$ cat src/rtl/gb_rom_loader_if.sv
// ROM byte stream in, Avalon-MM write master out.
// "master" is the loader side, "slave" the stream source / HPS slave side.
interface gb_rom_loader_if;
   logic [7:0]  s_data;
   logic        s_valid;
   logic        s_last;
   logic        s_ready;
   logic [25:0] m_address;
   logic        m_write;
   logic [7:0]  m_writedata;
   logic        m_waitrequest;

   modport master (
      input  s_data, s_valid, s_last, m_waitrequest,
      output s_ready, m_address, m_write, m_writedata
   );

   modport slave (
      output s_data, s_valid, s_last, m_waitrequest,
      input  s_ready, m_address, m_write, m_writedata
   );
endinterface

$ cat src/rtl/gb_rom_loader.sv
// Streams a GameBoy ROM image into SDRAM through the cartridge HPS slave.
// Afterwards it zeroes cartridge RAM and writes the control block, releasing the core last.
module gb_rom_loader #(
   parameter logic [25:0] RAM_BASE = 26'h2000000
) (
   input  logic                  clk,
   input  logic                  reset,
   input  logic                  start,
   input  logic [7:0]            mbc_sel,
   input  logic [15:0]           num_rom_bank,
   input  logic [7:0]            num_ram_bank,
   input  logic                  double_speed_req,
   gb_rom_loader_if.master       bus,
   output logic                  busy,
   output logic                  done,
   output logic                  error,
   output logic [25:0]           rom_bytes
);
   typedef enum logic [2:0] {IDLE, LOCK, ROM, RAMCLR, CFG, DONE, ERR} state_t;

   localparam logic [25:0] CTRL_LOCK = RAM_BASE - 26'd1;
   localparam logic [25:0] CTRL_CFG0 = RAM_BASE - 26'd6;
   localparam logic [25:0] ROM_LIMIT = RAM_BASE - 26'd8;

   state_t      state_q, state_d;
   logic        wr_q, wr_d;
   logic [25:0] addr_q, addr_d;
   logic [7:0]  data_q, data_d;
   logic [25:0] rom_bytes_q, rom_bytes_d;
   logic        busy_q, busy_d, done_q, done_d, error_q, error_d;
   logic        last_q, last_d;
   logic [21:0] ram_cnt_q, ram_cnt_d;
   logic [2:0]  cfg_idx_q, cfg_idx_d;
   logic [7:0]  mbc_q, mbc_d, ram_bank_q, ram_bank_d;
   logic [15:0] rom_bank_q, rom_bank_d;
   logic        ds_q, ds_d;

   logic        wr_done, s_rdy, accept;
   logic [21:0] ram_last;

   assign wr_done  = wr_q & ~bus.m_waitrequest;
   assign s_rdy    = (state_q == ROM) & ~wr_q;
   assign accept   = s_rdy & bus.s_valid;
   assign ram_last = {1'b0, ram_bank_q, 13'b0} - 22'd1;

   // Control block contents, ordered so that the lock byte (0x01) goes out last.
   function automatic logic [7:0] cfg_byte(input logic [2:0] idx);
      case (idx)
         3'd0:    cfg_byte = {7'b0, ds_q};
         3'd1:    cfg_byte = mbc_q;
         3'd2:    cfg_byte = ram_bank_q;
         3'd3:    cfg_byte = rom_bank_q[7:0];
         3'd4:    cfg_byte = rom_bank_q[15:8];
         default: cfg_byte = 8'h01;
      endcase
   endfunction

   always_comb begin
      state_d     = state_q;
      wr_d        = wr_q;
      addr_d      = addr_q;
      data_d      = data_q;
      rom_bytes_d = rom_bytes_q;
      busy_d      = busy_q;
      done_d      = done_q;
      error_d     = error_q;
      last_d      = last_q;
      ram_cnt_d   = ram_cnt_q;
      cfg_idx_d   = cfg_idx_q;
      mbc_d       = mbc_q;
      ram_bank_d  = ram_bank_q;
      rom_bank_d  = rom_bank_q;
      ds_d        = ds_q;
      case (state_q)
         IDLE, DONE, ERR: if (start) begin
            mbc_d       = mbc_sel;
            ram_bank_d  = num_ram_bank;
            rom_bank_d  = num_rom_bank;
            ds_d        = double_speed_req;
            rom_bytes_d = '0;
            last_d      = 1'b0;
            busy_d      = 1'b1;
            done_d      = 1'b0;
            error_d     = 1'b0;
            wr_d        = 1'b1;
            addr_d      = CTRL_LOCK;
            data_d      = 8'h00;
            state_d     = LOCK;
         end
         LOCK: if (wr_done) begin
            wr_d    = 1'b0;
            state_d = ROM;
         end
         ROM: begin
            if (wr_done) begin
               wr_d        = 1'b0;
               rom_bytes_d = rom_bytes_q + 26'd1;
               if (last_q) begin
                  wr_d   = 1'b1;
                  data_d = 8'h00;
                  if (ram_bank_q == 8'd0) begin
                     cfg_idx_d = 3'd0;
                     addr_d    = CTRL_CFG0;
                     data_d    = cfg_byte(3'd0);
                     state_d   = CFG;
                  end else begin
                     ram_cnt_d = '0;
                     addr_d    = RAM_BASE;
                     state_d   = RAMCLR;
                  end
               end
            end else if (accept) begin
               // A byte that would spill into the control window aborts the load.
               if (rom_bytes_q >= ROM_LIMIT) begin
                  busy_d  = 1'b0;
                  error_d = 1'b1;
                  state_d = ERR;
               end else begin
                  wr_d   = 1'b1;
                  addr_d = rom_bytes_q;
                  data_d = bus.s_data;
                  last_d = bus.s_last;
               end
            end
         end
         RAMCLR: if (wr_done) begin
            if (ram_cnt_q == ram_last) begin
               cfg_idx_d = 3'd0;
               addr_d    = CTRL_CFG0;
               data_d    = cfg_byte(3'd0);
               state_d   = CFG;
            end else begin
               ram_cnt_d = ram_cnt_q + 22'd1;
               addr_d    = RAM_BASE + {4'b0, ram_cnt_q + 22'd1};
            end
         end
         CFG: if (wr_done) begin
            if (cfg_idx_q == 3'd5) begin
               wr_d    = 1'b0;
               busy_d  = 1'b0;
               done_d  = 1'b1;
               state_d = DONE;
            end else begin
               cfg_idx_d = cfg_idx_q + 3'd1;
               addr_d    = CTRL_CFG0 + {23'b0, cfg_idx_q + 3'd1};
               data_d    = cfg_byte(cfg_idx_q + 3'd1);
            end
         end
         default: state_d = IDLE;
      endcase
   end

   always_ff @(posedge clk or negedge reset) begin
      if (!reset) begin
         state_q <= IDLE;
      end else begin
         state_q <= state_d;
      end
   end

   always_ff @(posedge clk or negedge reset) begin
      if (!reset) begin
         wr_q        <= 1'b0;
         addr_q      <= '0;
         data_q      <= '0;
         rom_bytes_q <= '0;
         busy_q      <= 1'b0;
         done_q      <= 1'b0;
         error_q     <= 1'b0;
         last_q      <= 1'b0;
         ram_cnt_q   <= '0;
         cfg_idx_q   <= '0;
         mbc_q       <= '0;
         ram_bank_q  <= '0;
         rom_bank_q  <= '0;
         ds_q        <= 1'b0;
      end else begin
         wr_q        <= wr_d;
         addr_q      <= addr_d;
         data_q      <= data_d;
         rom_bytes_q <= rom_bytes_d;
         busy_q      <= busy_d;
         done_q      <= done_d;
         error_q     <= error_d;
         last_q      <= last_d;
         ram_cnt_q   <= ram_cnt_d;
         cfg_idx_q   <= cfg_idx_d;
         mbc_q       <= mbc_d;
         ram_bank_q  <= ram_bank_d;
         rom_bank_q  <= rom_bank_d;
         ds_q        <= ds_d;
      end
   end

   assign bus.s_ready     = s_rdy;
   assign bus.m_write     = wr_q;
   assign bus.m_address   = addr_q;
   assign bus.m_writedata = data_q;
   assign busy            = busy_q;
   assign done            = done_q;
   assign error           = error_q;
   assign rom_bytes       = rom_bytes_q;
endmodule

$ cat src/flat_wrapper.sv
// flat-port wrapper written by rule: the top's interface ports become plain ports
module gb_rom_loader_flat 
#(
   parameter logic [25:0] RAM_BASE = 26'h2000000
)
  (clk, reset, start, mbc_sel, num_rom_bank, num_ram_bank, double_speed_req, busy, done, error, rom_bytes, bus_s_data, bus_s_valid, bus_s_last, bus_m_waitrequest, bus_s_ready, bus_m_address, bus_m_write, bus_m_writedata);
  gb_rom_loader_if bus_i ();
  input  logic clk;
  input  logic reset;
  input  logic start;
  input  logic [7:0] mbc_sel;
  input  logic [15:0] num_rom_bank;
  input  logic [7:0] num_ram_bank;
  input  logic double_speed_req;
  output logic busy;
  output logic done;
  output logic error;
  output logic [25:0] rom_bytes;
  input wire logic [$bits(bus_i.s_data)-1:0] bus_s_data;
  input wire logic [$bits(bus_i.s_valid)-1:0] bus_s_valid;
  input wire logic [$bits(bus_i.s_last)-1:0] bus_s_last;
  input wire logic [$bits(bus_i.m_waitrequest)-1:0] bus_m_waitrequest;
  output wire logic [$bits(bus_i.s_ready)-1:0] bus_s_ready;
  output wire logic [$bits(bus_i.m_address)-1:0] bus_m_address;
  output wire logic [$bits(bus_i.m_write)-1:0] bus_m_write;
  output wire logic [$bits(bus_i.m_writedata)-1:0] bus_m_writedata;
  assign bus_i.s_data = bus_s_data;
  assign bus_i.s_valid = bus_s_valid;
  assign bus_i.s_last = bus_s_last;
  assign bus_i.m_waitrequest = bus_m_waitrequest;
  assign bus_s_ready = bus_i.s_ready;
  assign bus_m_address = bus_i.m_address;
  assign bus_m_write = bus_i.m_write;
  assign bus_m_writedata = bus_i.m_writedata;
  gb_rom_loader #(.RAM_BASE(RAM_BASE)) u_core (.clk(clk), .reset(reset), .start(start), .mbc_sel(mbc_sel), .num_rom_bank(num_rom_bank), .num_ram_bank(num_ram_bank), .double_speed_req(double_speed_req), .bus(bus_i), .busy(busy), .done(done), .error(error), .rom_bytes(rom_bytes));
endmodule
$ cat config.mk
export PLATFORM = sky130hd
export DESIGN_NAME = gb_rom_loader_flat
export DESIGN_NICKNAME = d
export VERILOG_FILES = /design/src/rtl/gb_rom_loader_if.sv /design/src/rtl/gb_rom_loader.sv /design/src/flat_wrapper.sv
export SDC_FILE = /design/constraint.sdc
export NUM_CORES = 1
export LEC_CHECK = 0
export CAP_MARGIN = 30
export CORE_MARGIN = 3
export CORE_UTILIZATION = 54
export CTS_CLUSTER_DIAMETER = 60
export DETAILED_ROUTE_END_ITERATION = 8
export PLACE_DENSITY = 0.89
export SLEW_MARGIN = 0
export SYNTH_ARGS = -nofsm -noshare
export SYNTH_HDL_FRONTEND = slang
export SYNTH_SLANG_ARGS = --single-unit
$ cat constraint.sdc
create_clock -name clk -period 3.4 [get_ports clk]
set_clock_uncertainty 0.2 [all_clocks]
set_input_delay 0.85 -clock clk [delete_from_list [all_inputs] [get_ports clk]]
set_output_delay 0.85 -clock clk [all_outputs]
set_load 0.02 [all_outputs]
==> results of run 1 <==
cells in the mapped netlist (9+ instances only):
library cell  number  area, µm²
mux2_4             9        135
nand2_1          145        544
o311ai_1          15        131
dfrtp_1          126       3150
a22oi_1           16        120
a21oi_1           26        130
o21ai_0           34        170
clkbuf_1          36        135
nor2_1            81        304
a31oi_1           30        188
nor3_1            22        110
xnor2_1           42        368
ha_1              10        125
inv_1             19       71.3
o31ai_1           21        158
nand3_1           22        110
nand4_1           11       68.8
sequential cells by signal, indices dropped and copies added, names as in the netlist:
name	count
u_core.mbc_q	8
u_core.rom_bank_q	16
u_core.bus.m_address	26
u_core.rom_bytes	26
u_core.ram_bank_q	8
u_core.done	1
u_core.ds_q	1
u_core.error	1
u_core.last_q	1
u_core.ram_cnt_q	22
u_core.bus.m_writedata	8
u_core.cfg_idx_q	3
u_core.state_q	3
u_core.bus.m_write	1
u_core.busy	1
worst max-delay path by stage:
| stage | startpoint | slack (ps) | endpoint |
|---|---|---|---|
| after floorplan | bus_m_waitrequest | 550 | u_core.bus.m_writedata[0]$_DFFE_PN0P_ |
| after CTS | u_core.ram_bank_q[0]$_DFFE_PN0P_ | 100 | u_core.bus.m_writedata[4]$_DFFE_PN0P_ |
| after global routing | u_core.ram_bank_q[1]$_DFFE_PN0P_ | 160 | u_core.cfg_idx_q[1]$_DFFE_PN0P_ |
| final | u_core.ram_cnt_q[1]$_DFFE_PN0P_ | 270 | u_core.cfg_idx_q[1]$_DFFE_PN0P_ |
| after detailed placement | bus_m_waitrequest | -250 | u_core.bus.m_writedata[2]$_DFFE_PN0P_ |
| after global placement | bus_m_waitrequest | -110 | u_core.bus.m_writedata[2]$_DFFE_PN0P_ |
layout make-up:
cell class | count | share of cell area (%)
multi-input combinational | 587 | 39.2
sequential | 126 | 34.9
timing repair buffer | 161 | 16.6
clock buffer | 18 | 4.75
tap | 168 | 2.33
clock inverter | 14 | 1.51
inverter | 20 | 0.830
cells by family (layout without fill, tap and decap cells):
| kind of cell | count (synthesis) | count (layout) | synth area share [%] |
|---|---|---|---|
| flip-flops | 126 | 126 | 45.3 |
| AO/OA/AOI/OAI | 180 | 180 | 17.6 |
| buffers and inverters | 70 | 213 | 4.13 |
| multiplexers | 18 | 18 | 3.32 |
| adder cells (fa/ha/maj) | 11 | 11 | 2.08 |
| XOR/XNOR | 48 | 48 | 6.03 |
| AND/OR/NAND/NOR | 330 | 330 | 21.6 |
power by group through the flow:
stage | combinational [mW] | clock [mW] | sequential (mW)
floorplan | 0.00290 | 0 | 1.53
detailed placement | 0.0960 | 0 | 1.53
global placement | 0.0961 | 0 | 1.53
CTS | 0.0969 | 1.76 | 1.50
finish | 0.0950 | 1.76 | 1.50
global route | 0.104 | 1.82 | 1.50
per-stage QoR:
stage,cells,util (%)
finish,1094,73.4
global route,1094,73.4
CTS,1093,73.4
detailed placement,1061,68.8
global placement,1061,68.8
floorplan,783,-
layer usage:
layer	track usage [%]	share of wire (%)
met1	35.9	39
met4	14.3	4.3
met5	0	0
met3	5.70	6.8
met2	47.2	50
==> key figures, run 1 <==
Finish
  – Footprint of the multi-input gates: 0.00354 mm²
  – Most frequent cells in the layout: nand2_1 (145), dfrtp_1 (126), clkdlybuf4s50_1 (110)
  – Layout cells sized above 1: 11.6%
  – Design area: 0.00904 mm²
  – Commonest non-fill, non-tap cell in the layout: nand2_1
  – Nets: 971
  – Register area: 0.00315 mm²
  – ANT cells: 0
  – FILL cells: 829
  – Area Overhead vs Synth: 29.7%

Logic synthesis
  – Synthesized instance count: 783
  – Mapped Area: 0.00697 mm²
  – FFs w/ async S/R, synth: 100%
  – Main synth FF type: dfrtp_1
  – Synth Register Bits: 126
  – Post-synthesis net count: 841
  – Mean Syn Cell Area: 8.90 µm²
  – Number of synthesized flops with an enable pin: 0
  – Seq/Total Area, Yosys: 45.3%
  – Synth cell types: 60
  – YS warnings: 0

Power
  – Pwr/cell area: 371 mW/mm²
  – Switching share of power: 23.4%
  – Power, Total: 3.36 mW
  – P_sw: 0.786 mW
  – Leak: 3.89 nW
  – Peak supply drop: 0.000315 V
  – Int Pwr: 2.57 mW
  – Sequential power share: 44.7%
  – Logic pwr share: 2.8%
  – Clock network fraction of design power: 52.5%

Critical path
  – Worst Path Buf+Inv: 2
  – Crit Path Class: reg -> reg
  – Cell depth of the worst setup path: 10
  – Critical path fanouts, max: 4
  – Reg-to-reg slack, setup: 270 ps
  – CP endpoint kind: flop
  – Worst-path cell chain: ha_1, nand3_1, nor4_2, o2111ai_1, a21oi_1, buf_4, a31oi_2, buf_4, nor3_1, mux2_2
  – Setup crit start kind: flop
  – Slowest cell on the critical path: dfrtp_1
  – Most used cell, CP: buf_4
  – Worst reg-to-reg path cell count: 10
  – Slowest stage delay, CP: 420 ps
  – Reg2reg end: u_core.cfg_idx_q[1]$_DFFE_PN0P_
  – CP Data Arrival Time: 3240 ps
  – RR Startpoint: u_core.ram_cnt_q[1]$_DFFE_PN0P_
  – WP data required: 3510 ps
  – Worst path top cell family by delay: simple AND/OR/NAND/NOR gates

Global route
  – First-pass GRT wire length: 33,200 µm
  – Number of global-route vias before repair: 6,723
  – Initial antenna violation count: 0
  – Total grt overflow: 0
  – Gr usage total: 28.6%
  – Largest net degree at the start of global routing: 53

STA
  – Max-slew headroom: 59.0%
  – Final WS setup: 270 ps
  – Final setup vio count: 0
  – Worst-Margin Slew: 614 ps
  – Final min period: 3130 ps
  – Unrepaired setup endpoints after global routing: no
  – Pins Over Slew Limit: 0
  – Setup_tns: 0 ps
  – Fmax: 0.319 GHz
  – Final Hold Viols: 0
  – Fin crit share: 92.1%
  – Hold slack: 236 ps

Placed design
  – Place WS: -252 ps
  – Dpl hpwl: 13,400 µm
  – DP Area: 0.00847 mm²
  – # port buffers: 111
  – Routability cong.: 0.925

Drt
  – Via/cell ratio: 6.16
  – Antenna Nets Post-Route: 0
  – Total Wirelength: 20,000 µm
  – Residual DRC: 0
  – First-pass DRT Iterations: 7
  – WL/cell: 18.3 µm
  – Total vias in the final route: 6,742
  – Iter 0 DRT Violations: 815

Clock network
  – Hold Buf Count CTS: 0
  – Post-CTS setup buffer count: 0
  – Clock-pin slew on the worst setup and hold paths: 60 ps
  – Clock buffer depth: 2
  – Cells resized by post-CTS repair: 0
  – H-Tree Depth: 4
  – CTS tree: yes
  – Clock sinks: 126
  – CTS Buf Count: 17
  – CTS Root Cell: clkbuf_16
  – Worst-Skew Late Latency: 430 ps

Floorplanning
  – Starting Density: 56.6%
  – Core Region: 0.0123 mm²
  – Die area: 0.0143 mm²
  – Io pins: 112
  – Die Width: 120 µm
  – Rows: 40
  – Die Height: 120 µm

Run
  – Max cap viols: 0

Outcome
  – Outcome: completed

Worst hold path
  – Min-Delay Path Class: in -> async
Power figures use the tool's default switching activity.
==> inputs of run 2 (changes only) <==
==> constraint.sdc (replaced) <==
create_clock -name clk -period 3 [get_ports clk]
set_clock_uncertainty 0.2 [all_clocks]
set_input_delay 0.75 -clock clk [delete_from_list [all_inputs] [get_ports clk]]
set_output_delay 0.75 -clock clk [all_outputs]
set_load 0.02 [all_outputs]
==> run 2 against run 1 <==
  * Sequential share of layout area decreased by 0.65 points
  * Cell area increased by 2.0%
  * Total power increased by 18%
  * Global-route usage increased by 1.2 points
  * Maximum frequency increased by 6.7%
  * Core utilization increased by 1.5 points
  * Clock power increased by 23%
  * Combinational power increased by 17%
  * Setup slack got worse by 200 ps
==> key figures, run 2 (synthesis gave the netlist of run 1 again) <==
STA
  – Setup_tns: 0 ps (unchanged)
  – Final WS setup: 65.5 ps (was 270 ps)
  – Fmax: 0.341 GHz (was 0.319 GHz)
  – Final Hold Viols: 0 (unchanged)
  – Unrepaired setup endpoints after global routing: yes (was no)
  – Final min period: 2930 ps (was 3130 ps)
  – Max-slew headroom: 56.2% (was 59.0%)
  – Worst-Margin Slew: 657 ps (was 614 ps)
  – Fin crit share: 97.8% (was 92.1%)
  – Hold slack: 155 ps (was 236 ps)
  – Final setup vio count: 0 (unchanged)
  – Pins Over Slew Limit: 0 (unchanged)

Placed design
  – # port buffers: 111 (unchanged)
  – DP Area: 0.00855 mm² (was 0.00847 mm²)
  – Routability cong.: 0.903 (was 0.925)
  – Dpl hpwl: 14,300 µm (was 13,400 µm)
  – Place WS: -111 ps (was -252 ps)
  – Inst Count DP: 1,069 (was 1,061)

Clock network
  – Hold Buf Count CTS: 0 (unchanged)
  – Clock-pin slew on the worst setup and hold paths: 60 ps (about the same)
  – H-Tree Depth: 4 (unchanged)
  – Clock buffer depth: 2 (unchanged)
  – Worst-Skew Late Latency: 430 ps (about the same)
  – CTS Buf Count: 17 (unchanged)
  – Clock sinks: 126 (unchanged)
  – CTS tree: yes (unchanged)
  – CTS Root Cell: clkbuf_16 (unchanged)

Drt
  – Antenna Nets Post-Route: 0 (unchanged)
  – First-pass DRT Iterations: 8 (was 7)
  – Residual DRC: 0 (unchanged)
  – WL/cell: 19.3 µm (was 18.3 µm)
  – Via/cell ratio: 6.24 (was 6.16)
  – Total Wirelength: 21,300 µm (was 20,000 µm)
  – Total vias in the final route: 6,887 (was 6,742)
  – Iter 0 DRT Violations: 972 (was 815)

Finish
  – FILL cells: 827 (was 829)
  – Layout cells sized above 1: 13.2% (was 11.6%)
  – Commonest non-fill, non-tap cell in the layout: nand2_1 (unchanged)
  – ANT cells: 0 (unchanged)
  – Final Util: 74.9% (was 73.4%)
  – Most frequent cells in the layout: nand2_1 (144), dfrtp_1 (123), clkdlybuf4s50_1 (109) (was nand2_1 (145), dfrtp_1 (126), clkdlybuf4s50_1 (110))
  – Area Overhead vs Synth: 32.4% (was 29.7%)
  – Nets: 980 (was 971)
  – Design area: 0.00922 mm² (was 0.00904 mm²)
  – Final Non-Filler Cells: 1,103 (was 1,094)

Critical path
  – Critical path fanouts, max: 12 (was 4)
  – Crit Path Class: reg -> reg (unchanged)
  – CP endpoint kind: flop (unchanged)
  – Worst-path cell chain: or4_4, nor4_4, xnor2_1, mux2_4, and3_4, buf_4, o311ai_2, o31ai_1 (was ha_1, nand3_1, nor4_2, o2111ai_1, a21oi_1, buf_4, a31oi_2, buf_4, nor3_1, mux2_2)
  – Setup crit start kind: flop (unchanged)
  – WP data required: 3090 ps (was 3510 ps)
  – Slowest stage delay, CP: 570 ps (was 420 ps)
  – Slowest cell on the critical path: or4_4 (was dfrtp_1)
  – RR Startpoint: u_core.ram_bank_q[4]$_DFFE_PN0P_ (was u_core.ram_cnt_q[1]$_DFFE_PN0P_)
  – Reg-to-reg slack, setup: 70 ps (was 270 ps)
  – Reg2reg end: u_core.ram_cnt_q[18]$_DFFE_PN0P_ (was u_core.cfg_idx_q[1]$_DFFE_PN0P_)
  – Worst reg-to-reg path cell count: 8 (was 10)
  – CP Data Arrival Time: 3030 ps (was 3240 ps)

Floorplanning
  – Die Height: 120 µm (unchanged)
  – Rows: 40 (unchanged)
  – Core Region: 0.0123 mm² (unchanged)
  – Die area: 0.0143 mm² (unchanged)
  – Starting Density: 56.6% (unchanged)
  – Die Width: 120 µm (unchanged)
  – Io pins: 112 (unchanged)

Global route
  – First-pass GRT wire length: 34,100 µm (was 33,200 µm)
  – Number of global-route vias before repair: 6,702 (was 6,723)
  – Initial antenna violation count: 0 (unchanged)
  – Total grt overflow: 0 (unchanged)
  – Largest net degree at the start of global routing: 47 (was 53)
  – Gr usage total: 29.8% (was 28.6%)

Worst hold path
  – Min-Delay Path Class: in -> async (unchanged)

Run
  – Max cap viols: 0 (unchanged)

Power
  – Pwr/cell area: 430 mW/mm² (was 371 mW/mm²)
  – Power, Total: 3.97 mW (was 3.36 mW)
  – Peak supply drop: 0.000340 V (was 0.000315 V)
  – Leak: 3.98 nW (was 3.89 nW)

Outcome
  – Outcome: completed (unchanged)
run 2: cell count changes in the layout (fill, tap and decap cells not counted), moves of 2 or more:
cell,change
clkinv_2,-2
clkinvlp_4,+2
o311ai_1,-2
bufinv_16,+2
clkinv_4,-4
buf_4,+7
o311ai_2,+2
dfrtp_1,-3
buf_12,+2
clkbuf_8,+2
dfrtp_2,+3
run 2: area by class of cell:
class	count	area, µm²	area share (%)
multi-input cells	587	3570	38.8
flip-flops and latches	126	3160	34.2
repair buffers	170	1590	17.3
clock buffers	21	460	4.99
well taps	168	210	2.28
clock inverters	11	155	1.68
inverters	20	75.1	0.814
run 2: routing by layer:
layer  up-vias  routed length [µm]  GRT usage [%]
met2       395               10600           49.3
li1       3080                   -              -
met4         0                 959           16.9
met1      3326                8070           36.4
met3        86                1660           6.03
met5         -                   0              0
run 2: worst max path at each step:
stage | start | to
5_1_grt | u_core.ram_bank_q[4]$_DFFE_PN0P_ | u_core.bus.m_writedata[4]$_DFFE_PN0P_
3_3_place_gp | start | u_core.rom_bytes[12]$_DFFE_PN0P_
3_5_place_dp | start | u_core.rom_bytes[12]$_DFFE_PN0P_
6_report | u_core.ram_bank_q[4]$_DFFE_PN0P_ | u_core.ram_cnt_q[18]$_DFFE_PN0P_
2_1_floorplan | u_core.rom_bytes[14]$_DFFE_PN0P_ | u_core.bus.m_writedata[0]$_DFFE_PN0P_
4_1_cts | u_core.state_q[1]$_DFFE_PN0P_ | bus_s_ready
run 2: what timing repair did:
item / CTS / global route
pin swaps: 0 / 1
resized for setup: 2 / 8
buffers inserted: 0 / 2
endpoints found under the setup margin: 1 / 23
run 2: worst max-delay path: cells and delay by family, from the launching register on:
kind,cells,cell delay [ps]
simple gates,3,1000
flops,1,450
compound gates,2,440
mux,1,340
buf+inv,1,200
xor+xnor,1,180
run 2: where the power goes:
part / total (mW) / internal [mW] / switching (mW)
combinational: 0.111 / 0.0624 / 0.0485
clock: 2.16 / 1.36 / 0.798
sequential: 1.70 / 1.70 / 0.000314
==> inputs of run 3 (changes only) <==
--- a/config.mk
+++ b/config.mk
@@ -6,11 +6,11 @@
 export NUM_CORES = 1
 export LEC_CHECK = 0
 export CAP_MARGIN = 30
-export CORE_MARGIN = 3
-export CORE_UTILIZATION = 54
+export CORE_UTILIZATION = 56
+export CTS_BUF_LIST = sky130_fd_sc_hd__clkbuf_2
 export CTS_CLUSTER_DIAMETER = 60
 export DETAILED_ROUTE_END_ITERATION = 8
-export PLACE_DENSITY = 0.89
+export PLACE_DENSITY = 0.92
 export SLEW_MARGIN = 0
 export SYNTH_ARGS = -nofsm -noshare
 export SYNTH_HDL_FRONTEND = slang
==> run 3 against run 2 <==
  * Cell area fell by 3.7%
  * Critical path depth rose by 2
  * Core utilization fell by 1.3 points
  * Critical path type unchanged
==> key figures, run 3 (synthesis gave the netlist of run 1 again) <==
STA
  – Pins Over Slew Limit: 0 (unchanged)
  – Final setup vio count: 0 (unchanged)
  – Final min period: 2890 ps (was 2930 ps)
  – Hold slack: 306 ps (was 155 ps)
  – Unrepaired setup endpoints after global routing: no (was yes)
  – Max-slew headroom: 62.7% (was 56.2%)
  – Fin crit share: 96.3% (was 97.8%)
  – Fmax: 0.346 GHz (was 0.341 GHz)
  – Final Hold Viols: 0 (unchanged)
  – Worst-Margin Slew: 553 ps (was 657 ps)

Critical path
  – CP endpoint kind: flop (unchanged)
  – CP Data Arrival Time: 3290 ps (was 3030 ps)
  – Critical Path Start: u_core.ram_bank_q[1]$_DFFE_PN0P_ (was u_core.ram_bank_q[4]$_DFFE_PN0P_)
  – Setup crit start kind: flop (unchanged)
  – Crit Path Class: reg -> reg (unchanged)
  – Critical path fanouts, max: 5 (was 12)
  – WP data required: 3410 ps (was 3090 ps)
  – RR Startpoint: u_core.ram_bank_q[1]$_DFFE_PN0P_ (was u_core.ram_bank_q[4]$_DFFE_PN0P_)

Floorplanning
  – Starting Density: 57.8% (was 56.6%)
  – Die Width: 114 µm (was 120 µm)
  – Die Height: 114 µm (was 120 µm)
  – Io pins: 112 (unchanged)
  – Core Region: 0.0121 mm² (was 0.0123 mm²)
  – Die area: 0.0129 mm² (was 0.0143 mm²)
  – Rows: 40 (unchanged)

Global route
  – Number of global-route vias before repair: 6,450 (was 6,702)
  – Largest net degree at the start of global routing: 51 (was 47)
  – First-pass GRT wire length: 31,700 µm (was 34,100 µm)
  – Gr usage total: 31.3% (was 29.8%)
  – Initial antenna violation count: 0 (unchanged)
  – Total grt overflow: 0 (unchanged)

Placed design
  – # port buffers: 111 (unchanged)
  – Dpl hpwl: 13,700 µm (was 14,300 µm)
  – Routability cong.: 0.896 (was 0.903)
  – Inst Count DP: 1,069 (unchanged)
  – DP Area: 0.00855 mm² (unchanged)

Power
  – Int Pwr: 2.07 mW (was 3.12 mW)
  – Sequential power share: 60.7% (was 42.9%)
  – Pwr/cell area: 316 mW/mm² (was 430 mW/mm²)
  – Leak: 3.83 nW (was 3.98 nW)
  – Clock network fraction of design power: 35.4% (was 54.3%)
  – Logic pwr share: 3.9% (was 2.8%)
  – Power, Total: 2.80 mW (was 3.97 mW)
  – Switching share of power: 26.1% (was 21.3%)
  – P_sw: 0.733 mW (was 0.847 mW)
  – Peak supply drop: 0.000237 V (was 0.000340 V)

Drt
  – WL/cell: 17.7 µm (was 19.3 µm)
  – Total Wirelength: 19,600 µm (was 21,300 µm)
  – Total vias in the final route: 6,734 (was 6,887)
  – Iter 0 DRT Violations: 935 (was 972)
  – Antenna Nets Post-Route: 0 (unchanged)
  – Via/cell ratio: 6.09 (was 6.24)
  – Residual DRC: 0 (unchanged)
  – First-pass DRT Iterations: 6 (was 8)

Clock network
  – CTS tree: yes (unchanged)
  – CTS Root Cell: clkbuf_2 (was clkbuf_16)
  – Clock sinks: 126 (unchanged)
  – Worst-Skew Late Latency: 720 ps (was 430 ps)
  – CTS Buf Count: 17 (unchanged)
  – H-Tree Depth: 4 (unchanged)
  – Clock buffer depth: 2 (unchanged)
  – Clock-pin slew on the worst setup and hold paths: 210 ps (was 60 ps)

Finish
  – ANT cells: 0 (unchanged)
  – Commonest non-fill, non-tap cell in the layout: nand2_1 (unchanged)
  – Area Overhead vs Synth: 27.4% (was 32.4%)
  – Final Non-Filler Cells: 1,105 (was 1,103)
  – Most frequent cells in the layout: nand2_1 (144), dfrtp_1 (123), clkdlybuf4s50_1 (109) (unchanged)
  – Design area: 0.00888 mm² (was 0.00922 mm²)
  – FILL cells: 816 (was 827)
  – Final Util: 73.6% (was 74.9%)
  – Nets: 982 (was 980)
  – Layout cells sized above 1: 14.1% (was 13.2%)

Run
  – Max cap viols: 0 (unchanged)

Outcome
  – Outcome: completed (unchanged)

Worst hold path
  – Min-Delay Path Class: in -> async (unchanged)
run 3: timing repair:
| item | CTS | global route |
|---|---|---|
| cloned | 0 | 0 |
| hold buffers | 1 | 0 |
| setup endpoints to repair | 1 | 44 |
| endpoints found under the hold margin | 35 | 0 |
| pin swaps | 0 | 2 |
| buffers inserted | 2 | 1 |
| gates resized for setup | 3 | 16 |
run 3: area by class of cell:
| class | count | area, µm² | area share (%) |
|---|---|---|---|
| multi-input cells | 587 | 3610 | 40.7 |
| flip-flops and latches | 126 | 3160 | 35.6 |
| repair buffers | 172 | 1610 | 18.1 |
| well taps | 168 | 210 | 2.37 |
| clock inverters | 13 | 118 | 1.32 |
| clock buffers | 19 | 95.1 | 1.07 |
| inverters | 20 | 78.8 | 0.888 |
run 3: path summary, 6_finish.rpt:
kind,to,slack (ps),cells after the start
setup / recovery,u_core.cfg_idx_q[1]$_DFFE_PN0P_,110,10
hold / removal,u_core.bus.m_address[1]$_DFFE_PN0P_,310,2
setup reg to reg,u_core.cfg_idx_q[1]$_DFFE_PN0P_,110,10
hold reg to reg,u_core.rom_bank_q[14]$_DFFE_PN0P_,310,2
max in group asynchronous,u_core.rom_bytes[6]$_DFFE_PN0P_,1590,3
min in group clk,u_core.rom_bank_q[14]$_DFFE_PN0P_,310,2
run 3: per-stage QoR:
stage	setup WS, ps	setup TNS [ps]
final	111	0
after global routing	7.35	0
after CTS	42.4	0
after detailed placement	-85.0	-336
after global placement	-58.0	-133
after floorplan	158	0
run 3: power groups by stage:
stage / clock (mW) / combinational, mW / sequential, mW
after floorplan: 0 / 0.00329 / 1.73
after global placement: 0 / 0.109 / 1.73
after detailed placement: 0 / 0.110 / 1.73
after CTS: 0.997 / 0.112 / 1.70
after global routing: 1.08 / 0.120 / 1.70
final: 0.994 / 0.109 / 1.70
run 3: critical path, cell delays in order (launching register included):
cell	delay (ps)
dfrtp_1	430
inv_1	90
ha_2	210
nand2b_4	70
or4_1	410
a21o_1	190
mux2i_1	290
a31oi_2	230
nor3_2	190
buf_4	150
mux2_2	320
run 3: routing by layer:
layer / vias up / wire length, µm / track usage, %
met5: - / 0 / 0
met4: 0 / 611 / 13.8
met3: 62 / 1390 / 6.22
met2: 358 / 9770 / 51.7
met1: 3231 / 7790 / 40.2
li1: 3083 / - / -
